## src/rtl/axi_ar_arbiter_if.sv

```systemverilog
// AR-channel bundle between the read masters, the arbiter and the slave side,
// plus the observed R-channel handshake used to track the active burst.
interface axi_ar_arbiter_if #(
  parameter int NUM_M = 3
);
  logic [NUM_M-1:0]       ARVALID_M;
  logic [NUM_M-1:0][31:0] ARADDR_M;
  logic [NUM_M-1:0][3:0]  ARID_M;
  logic [NUM_M-1:0][3:0]  ARLEN_M;
  logic [NUM_M-1:0]       ARREADY_M;
  logic                   ARVALID_S;
  logic [31:0]            ARADDR_S;
  logic [7:0]             ARID_S;
  logic [3:0]             ARLEN_S;
  logic                   ARREADY_S;
  logic                   RVALID_S;
  logic                   RREADY_S;
  logic                   RLAST_S;

  // Arbiter view: it is the slave of the read masters.
  modport slave (
    input  ARVALID_M, ARADDR_M, ARID_M, ARLEN_M, ARREADY_S,
    input  RVALID_S, RREADY_S, RLAST_S,
    output ARREADY_M, ARVALID_S, ARADDR_S, ARID_S, ARLEN_S
  );

  // Environment view: masters plus the slave/R-channel side.
  modport master (
    output ARVALID_M, ARADDR_M, ARID_M, ARLEN_M, ARREADY_S,
    output RVALID_S, RREADY_S, RLAST_S,
    input  ARREADY_M, ARVALID_S, ARADDR_S, ARID_S, ARLEN_S
  );
endinterface

```

## src/rtl/axi_ar_arbiter.sv

```systemverilog
// Round-robin AR arbiter for NUM_M read masters with a single outstanding
// read transaction system-wide. Tracks R beats of the active burst and
// pulses len_err_o when the observed burst length disagrees with ARLEN.
module axi_ar_arbiter #(
  parameter int NUM_M = 3
) (
  input  logic             ACLK,
  input  logic             ARESETn,
  axi_ar_arbiter_if.slave  bus,
  output logic [NUM_M-1:0] grant_o,
  output logic             busy_o,
  output logic             len_err_o
);

  localparam logic [1:0] ST_IDLE = 2'd0;
  localparam logic [1:0] ST_ADDR = 2'd1;
  localparam logic [1:0] ST_DATA = 2'd2;

  logic [1:0]       r_state;
  logic [NUM_M-1:0] r_grant;
  logic [3:0]       r_gidx;
  logic [3:0]       r_last;
  logic [3:0]       r_len;
  logic [3:0]       r_beat;
  logic             r_busy;
  logic             r_len_err;
  logic             r_err_seen;   // a burst reports at most one length error

  logic             w_found;
  logic [3:0]       w_pick;
  logic [NUM_M-1:0] w_pick_oh;
  logic [3:0]       w_pick_len;
  logic             w_g_valid;
  logic [31:0]      w_addr;
  logic [3:0]       w_id;
  logic [3:0]       w_len;
  logic             w_r_hs;

  // Round-robin pick: first requester above last_grant, else wrap to the lowest.
  always_comb begin
    w_found    = 1'b0;
    w_pick     = 4'd0;
    w_pick_oh  = {NUM_M{1'b0}};
    w_pick_len = 4'd0;
    for (int i = 0; i < NUM_M; i++) begin
      if (!w_found && bus.ARVALID_M[i] && (4'(i) > r_last)) begin
        w_found      = 1'b1;
        w_pick       = 4'(i);
        w_pick_oh[i] = 1'b1;
        w_pick_len   = bus.ARLEN_M[i];
      end else begin
        w_found = w_found;
      end
    end
    for (int i = 0; i < NUM_M; i++) begin
      if (!w_found && bus.ARVALID_M[i] && (4'(i) <= r_last)) begin
        w_found      = 1'b1;
        w_pick       = 4'(i);
        w_pick_oh[i] = 1'b1;
        w_pick_len   = bus.ARLEN_M[i];
      end else begin
        w_found = w_found;
      end
    end
  end

  // Select the granted master's request fields (one-hot OR mux).
  always_comb begin
    w_g_valid = 1'b0;
    w_addr    = 32'd0;
    w_id      = 4'd0;
    w_len     = 4'd0;
    for (int i = 0; i < NUM_M; i++) begin
      if (r_grant[i]) begin
        w_g_valid = bus.ARVALID_M[i];
        w_addr    = bus.ARADDR_M[i];
        w_id      = bus.ARID_M[i];
        w_len     = bus.ARLEN_M[i];
      end else begin
        w_g_valid = w_g_valid;
      end
    end
  end

  assign w_r_hs = bus.RVALID_S && bus.RREADY_S;

  // Forward the granted request only while in ADDR; everything else is quiet.
  always_comb begin
    if (r_state == ST_ADDR) begin
      bus.ARVALID_S = w_g_valid;
      bus.ARADDR_S  = w_addr;
      bus.ARID_S    = {r_gidx, w_id};
      bus.ARLEN_S   = w_len;
      bus.ARREADY_M = r_grant & {NUM_M{bus.ARREADY_S}};
    end else begin
      bus.ARVALID_S = 1'b0;
      bus.ARADDR_S  = 32'd0;
      bus.ARID_S    = 8'd0;
      bus.ARLEN_S   = 4'd0;
      bus.ARREADY_M = {NUM_M{1'b0}};
    end
  end

  // Transaction FSM, grant bookkeeping and burst-length checking.
  always_ff @(posedge ACLK or negedge ARESETn) begin
    if (!ARESETn) begin
      r_state    <= ST_IDLE;
      r_grant    <= {NUM_M{1'b0}};
      r_gidx     <= 4'd0;
      r_last     <= 4'(NUM_M - 1);
      r_len      <= 4'd0;
      r_beat     <= 4'd0;
      r_busy     <= 1'b0;
      r_len_err  <= 1'b0;
      r_err_seen <= 1'b0;
    end else begin
      r_len_err <= 1'b0;
      case (r_state)
        ST_IDLE: begin
          if (w_found) begin
            r_state    <= ST_ADDR;
            r_grant    <= w_pick_oh;
            r_gidx     <= w_pick;
            r_len      <= w_pick_len;
            r_beat     <= 4'd0;
            r_busy     <= 1'b1;
            r_err_seen <= 1'b0;
          end
        end
        ST_ADDR: begin
          if (!w_g_valid) begin
            // Master withdrew before the handshake: abandon, keep last_grant.
            r_state <= ST_IDLE;
            r_grant <= {NUM_M{1'b0}};
            r_busy  <= 1'b0;
          end else if (bus.ARREADY_S) begin
            r_state <= ST_DATA;
          end
        end
        ST_DATA: begin
          if (w_r_hs) begin
            r_beat <= r_beat + 4'd1;
            if (bus.RLAST_S) begin
              r_state   <= ST_IDLE;
              r_last    <= r_gidx;
              r_grant   <= {NUM_M{1'b0}};
              r_busy    <= 1'b0;
              r_len_err <= (r_beat != r_len) && !r_err_seen;
            end else if ((r_beat == r_len) && !r_err_seen) begin
              // Burst overran ARLEN; keep tracking until RLAST arrives.
              r_len_err  <= 1'b1;
              r_err_seen <= 1'b1;
            end
          end
        end
        default: begin
          r_state <= ST_IDLE;
          r_grant <= {NUM_M{1'b0}};
          r_busy  <= 1'b0;
        end
      endcase
    end
  end

  assign grant_o   = r_grant;
  assign busy_o    = r_busy;
  assign len_err_o = r_len_err;

endmodule

```

## src/flat_wrapper.sv

```systemverilog
// flat-port wrapper written by rule: the top's interface ports become plain ports
module axi_ar_arbiter_flat 
#(
  parameter int NUM_M = 3
)
  (ACLK, ARESETn, grant_o, busy_o, len_err_o, bus_ARVALID_M, bus_ARADDR_M, bus_ARID_M, bus_ARLEN_M, bus_ARREADY_S, bus_RVALID_S, bus_RREADY_S, bus_RLAST_S, bus_ARREADY_M, bus_ARVALID_S, bus_ARADDR_S, bus_ARID_S, bus_ARLEN_S);
  axi_ar_arbiter_if #(.NUM_M(NUM_M)) bus_i ();
  input  logic ACLK;
  input  logic ARESETn;
  output logic [NUM_M-1:0] grant_o;
  output logic busy_o;
  output logic len_err_o;
  input wire logic [$bits(bus_i.ARVALID_M)-1:0] bus_ARVALID_M;
  input wire logic [$bits(bus_i.ARADDR_M)-1:0] bus_ARADDR_M;
  input wire logic [$bits(bus_i.ARID_M)-1:0] bus_ARID_M;
  input wire logic [$bits(bus_i.ARLEN_M)-1:0] bus_ARLEN_M;
  input wire logic [$bits(bus_i.ARREADY_S)-1:0] bus_ARREADY_S;
  input wire logic [$bits(bus_i.RVALID_S)-1:0] bus_RVALID_S;
  input wire logic [$bits(bus_i.RREADY_S)-1:0] bus_RREADY_S;
  input wire logic [$bits(bus_i.RLAST_S)-1:0] bus_RLAST_S;
  output wire logic [$bits(bus_i.ARREADY_M)-1:0] bus_ARREADY_M;
  output wire logic [$bits(bus_i.ARVALID_S)-1:0] bus_ARVALID_S;
  output wire logic [$bits(bus_i.ARADDR_S)-1:0] bus_ARADDR_S;
  output wire logic [$bits(bus_i.ARID_S)-1:0] bus_ARID_S;
  output wire logic [$bits(bus_i.ARLEN_S)-1:0] bus_ARLEN_S;
  assign bus_i.ARVALID_M = bus_ARVALID_M;
  assign bus_i.ARADDR_M = bus_ARADDR_M;
  assign bus_i.ARID_M = bus_ARID_M;
  assign bus_i.ARLEN_M = bus_ARLEN_M;
  assign bus_i.ARREADY_S = bus_ARREADY_S;
  assign bus_i.RVALID_S = bus_RVALID_S;
  assign bus_i.RREADY_S = bus_RREADY_S;
  assign bus_i.RLAST_S = bus_RLAST_S;
  assign bus_ARREADY_M = bus_i.ARREADY_M;
  assign bus_ARVALID_S = bus_i.ARVALID_S;
  assign bus_ARADDR_S = bus_i.ARADDR_S;
  assign bus_ARID_S = bus_i.ARID_S;
  assign bus_ARLEN_S = bus_i.ARLEN_S;
  axi_ar_arbiter #(.NUM_M(NUM_M)) u_core (.ACLK(ACLK), .ARESETn(ARESETn), .bus(bus_i), .grant_o(grant_o), .busy_o(busy_o), .len_err_o(len_err_o));
endmodule
```

## config.mk

```make
export PLATFORM = sky130hd
export DESIGN_NAME = axi_ar_arbiter_flat
export DESIGN_NICKNAME = d
export VERILOG_FILES = /design/src/rtl/axi_ar_arbiter_if.sv /design/src/rtl/axi_ar_arbiter.sv /design/src/flat_wrapper.sv
export SDC_FILE = /design/constraint.sdc
export NUM_CORES = 1
export LEC_CHECK = 0
export ABC_CLOCK_PERIOD_IN_PS = 2080
export CORE_MARGIN = 5
export CORE_UTILIZATION = 31
export DETAILED_ROUTE_END_ITERATION = 16
export PLACE_DENSITY_LB_ADDON = 0.1
export SLEW_MARGIN = 20
export SYNTH_ARGS = -nofsm -noshare
export SYNTH_HDL_FRONTEND = slang
export SYNTH_SLANG_ARGS = --single-unit
```

## constraint.sdc

```tcl
create_clock -name ACLK -period 2.08 [get_ports ACLK]
set_input_delay 0.416 -clock ACLK [delete_from_list [all_inputs] [get_ports ACLK]]
set_output_delay 0.416 -clock ACLK [all_outputs]
set_load 0.01 [all_outputs]
```

### Word-level counts from Yosys, hierarchy flattened

Index checks and enable logic that the tools add are counted.

* output and inout port bits: 53
* register bits after elaboration: 24
* input bits: 129
* logic and storage cells: 123

* order comparisons: 6
* eq/ne operators: 11
* reduce and logical (&&, ||, !) cells: 28
* mux-type cells: 67
* add/sub/neg operators: 1
* bitwise gates (word level): 1

Operator list (number)
* $mux 32: 4
* $mux 4: 15
* $mux 1: 28
* $mux 2: 9
* $mux 3: 5
* $logic_and 1x1->1: 14
* $pmux 3 s3: 1
* $gt 1x4->1 const A: 2
* $le 1x4->1 const A: 2
* $mux 8: 1
* $pmux 4 s2: 1
* $reduce_and 4->1: 2
* $logic_not 1->1: 6
* $ne 2x1->1 const B: 3
* $ne 2x2->1 const B: 3
* $pmux 2 s3: 1
* $reduce_and 3->1: 2
* $reduce_and 5->1: 1
* $add 4x1->4 const B: 1
* $eq 4x4->1: 1
* $gt 2x4->1 const A: 1
* $le 2x4->1 const A: 1
* $ne 4x4->1: 1
* $and 3x3->3: 1
* 8 further kinds: 8

### Longest topological paths before layout

* word-level depth: 25
* depth in mapped cells: 6
* mapped depth without buffers: 4

### Worst setup path after synthesis

OpenSTA, ideal clock, no wires.

* kind: register -> output
* from: register u_core.r_grant[1], in the netlist u_core.grant_o[1]
* to: output bus_ARADDR_S[6]
* data arrival time: 1.430 ns
* cell stages (with the launch flop): 7
* data required time: 1.664 ns
* path slack: 0.234 ns
* path buffers: 3
* cells stage by stage: dfrtp_1 buf_2 nor2b_1 buf_2 buf_4 a221oi_1 nor3_1

* word-level cells in the longest chain between the ends: 3

RTL lines
* start, declared: line axi_ar_arbiter.sv:20 `logic [NUM_M-1:0] r_grant;`
* start signal, assigned: line axi_ar_arbiter.sv:108 `r_grant <= {NUM_M{1'b0}};`
* start signal, assigned: line axi_ar_arbiter.sv:122 `r_grant <= w_pick_oh;`
* start signal, assigned: line axi_ar_arbiter.sv:134 `r_grant <= {NUM_M{1'b0}};`
* $mux 32 (2 in a row): line axi_ar_arbiter.sv:74 `if (r_grant[i]) begin`
* $mux 32: line axi_ar_arbiter.sv:89 `if (r_state == ST_ADDR) begin`
* end, declared: line flat_wrapper.sv:23 `output wire logic [$bits(bus_i.ARADDR_S)-1:0] bus_ARADDR_S;`

Every way passes these cells.

### Worst setup path in the final report

* from: register u_core.r_grant[1], in the netlist u_core.grant_o[1]
* to: output bus_ARID_S[0]

* word-level cells in the longest chain between the ends: 3

RTL lines
* $mux 4 (2 in a row): line axi_ar_arbiter.sv:74
* $mux 8: line axi_ar_arbiter.sv:89
* end, declared: line flat_wrapper.sv:24 `output wire logic [$bits(bus_i.ARID_S)-1:0] bus_ARID_S;`

Every way passes these cells.

==> flow_summary.ini <==
[outcome]
outcome = finished clean

[clock_network]
clock_path_buffers = 2
cts_sinks = 20
cts_tree = built
cts_buffers = 3
clkTransAtPathRegs_ns = 0.07
clk_latency_ns = 0.26
cts.htree.levels = 1
root_buffer = clkbuf_8

[setup_path]
crit_buf_inv = 4
cpLargestDelayFamily = buffers and inverters
cpMostUsedCell = buf_6
ff2ff_path_depth = 6
rrSetupSlack_ns = 0.54
critPathLaunch = u_core.grant_o[1]
start_kind = flop
critPathMaxStageDelay_ns = 0.40
crit_chain = buf_6, nor2b_4, buf_6, clkbuf_16, a221oi_1, nor3_1, buf_2
crit_fanout = 8
worstPathRequired_ns = 1.66
crit_arrival_ns = 1.65
cp-end-kind = output port
slowest_stage = dfrtp_1
r2r-end = u_core.grant_o[0]
reg2reg_from = u_core.grant_o[1]
setup.worst_path.class = reg -> out

[placement]
dp.cells = 515
place_congestion = 0.784
post-place-ws_ns = -0.241
hpwlAfterDp_um = 7230
io_buffer_count = 179
placed_cell_area_um2 = 4040

[final_layout]
final_core_util_pct = 65.3
area_delta_synth_final_pct = 107
final-instance-count-excl-fill = 523
num-nets-final = 577
layout-drive-gt1-share_pct = 23.1
design_area_um2 = 4100
fill_cells = 579
n_antenna_cell = 0

[route]
drc = 0
postRouteAntennaNets = 0
drt-total-wl_um = 8980
vias = 2720
drtPass1Iterations = 6
wl_per_cell_um = 17.2
drt_first_iter_violations = 69
via_per_inst = 5.20

[global_route]
grt_max_degree = 51
antenna_found_initial = 0
grt_pass1_vias = 2953
globalRouteOverflowTotal = 0
gr-usage-all-layers_pct = 21.4
grt_first_pass_wirelength_um = 14600

[timing]
holdWs_ns = 0.451
finalCritPeriodShare_pct = 99.2
skew_ns = 0.000953
fmax_ghz = 0.485
rsz0062_at_grt = yes
worst_pin_slew_ns = 0.592
hold_viol = 0
setup_ws_ns = 0.0162
finalSetupViolCount = 0
min_period_ns = 2.06
slew_headroom_pct = 60.1
slew_viol_final = 0

[yosys]
synthCells = 252
synth_seq_cells = 20
synth_warnings = 0
postSynthAreaPerCell_um2 = 7.85
synthFlopType = dfrtp_1
async_flop_share_pct = 100
syn-cell-area_um2 = 1980
ys_types = 37
ys_seq_area_share_pct = 25.4
synth-edff-count = 0

[job]
maxCapViolations = 0

[worst_hold_path]
min_from = u_core.r_err_seen
min_to = u_core.len_err_o
hold_path_class = reg -> reg
hold_path_depth = 1

[pwr]
power_density_nw_per_um2 = 1040
vdd_drop_max_mv = 0.762
p_leak_nw = 1.78

[floorplan]
core-area_um2 = 6280
rows = 29
dieArea_um2 = 8080
initial_utilization_pct = 31.5
chipWidth_um = 89.9
die_y_um = 89.9
io_pins = 182
## registers in the layout, indices dropped and copies added (netlist names)
register,count
u_core.len_err_o,1
u_core.grant_o,3
u_core.r_last,2
u_core.r_len,4
u_core.r_beat,4
u_core.r_gidx,2
u_core.r_err_seen,1
u_core.r_state,2
u_core.busy_o,1
## report_power, final
part / switching (mW) / internal (mW) / total, mW
sequential: 0.103 / 0.524 / 0.628
combinational: 1.67 / 1.68 / 3.35
clock: 0.127 / 0.169 / 0.296
total: 1.90 / 2.37 / 4.27
## worst register-to-register path, cell delays in order (launching register included)
cell	delay, ns
dfrtp_1	0.40
buf_4	0.17
nand3b_1	0.15
a221o_1	0.33
buf_4	0.15
o21ai_2	0.11
a22o_1	0.17
## routing by layer
metal,part of all wire [%],track usage [%]
met4,1.7,5.58
met1,36,22.9
met2,53,40.4
met3,8.7,6.26
met5,0,0
## kinds of logic (layout without fill, tap and decap cells)
| kind of cell | after synthesis | after routing | share of synthesized area (%) |
|---|---|---|---|
| compound gates | 71 | 71 | 28.2 |
| xor+xnor | 7 | 7 | 3.10 |
| fa+ha+maj | 1 | 1 | 0.632 |
| buf+inv | 31 | 224 | 7.15 |
| flops | 20 | 20 | 25.4 |
| mux | 3 | 3 | 1.71 |
| other cells | 1 | 2 | 0.190 |
| simple gates | 118 | 118 | 33.6 |
## stage by stage
stage | power (mW) | setup TNS, ns
CTS | 4.27 | -0.106
detailed placement | 4.08 | -1.27
global route | 4.64 | -0.953
floorplan | 2.40 | 0
global placement | 4.03 | -0.792
finish | 4.27 | 0
## cell type report
type	count	area [um^2]	share of cell area (%)
multi-input cells	202	1430	35.0
flip-flops and latches	20	503	12.3
repair buffers	218	2010	48.9
clock buffers	4	55.1	1.34
well taps	77	96.3	2.35
inverters	2	7.51	0.183
## timing repair
item / in CTS / in global routing
pin swaps: 0 / 12
cloned: 0 / 1
hold buffers: 0 / 0
setup endpoints to repair: 46 / 43
gates resized for setup: 92 / 104
setup buffers: 1 / 2
## synth_stat cells (2+ instances only)
library cell	number	area share (%)
nand4_1	2	0.63
and2_1	2	0.63
nor2b_1	43	14
nor2_1	11	2.1
nor3_1	41	10
a21oi_1	8	2.0
a22o_1	2	0.89
dfrtp_1	19	24
xor2_1	6	2.7
o21ai_0	3	0.76
mux2_2	3	1.7
o21a_1	2	0.76
nand2_1	5	0.95
a31oi_1	4	1.3
o22ai_1	2	0.63
clkbuf_1	20	3.8
a21o_1	5	1.9
buf_2	5	1.3
buf_4	3	1.1
a221oi_1	39	17
nand2b_1	2	0.63
and3_1	5	1.6
a32oi_1	4	1.8
nand3b_1	2	0.76
inv_1	2	0.38
## how the worst max path moves through the flow
stage	endpoint	slack, ns	cells past startpoint
after floorplan	bus_ARADDR_S[6]	0.23	6
after global placement	bus_ARVALID_S	-0.24	5
after detailed placement	bus_ARVALID_S	-0.24	5
after CTS	bus_ARADDR_S[21]	-0.03	6
after global routing	bus_ARADDR_S[22]	-0.1	7
final	bus_ARID_S[0]	0.02	7
## layout by cell type, fill, tap and decap left out, types with 3 or more instances in the layout
master,Yosys,layout
buf_4,3,30
clkdlybuf4s50_1,0,133
a221oi_1,39,27
nand2_1,5,5
dfrtp_1,19,18
a32oi_1,4,4
buf_2,5,18
buf_12,0,5
clkbuf_2,0,18
dlymetal6s2s_1,0,3
a21o_1,5,5
o21ai_0,3,3
nor3_1,41,40
and3_1,5,5
a21oi_1,8,8
a31oi_1,4,4
clkbuf_8,0,4
clkdlybuf4s15_1,0,4
nor2b_1,43,41
nor2_1,11,11
mux2_2,3,3
xor2_1,6,6
a221oi_2,0,12
No activity file was read; power rests on OpenSTA's default activity.
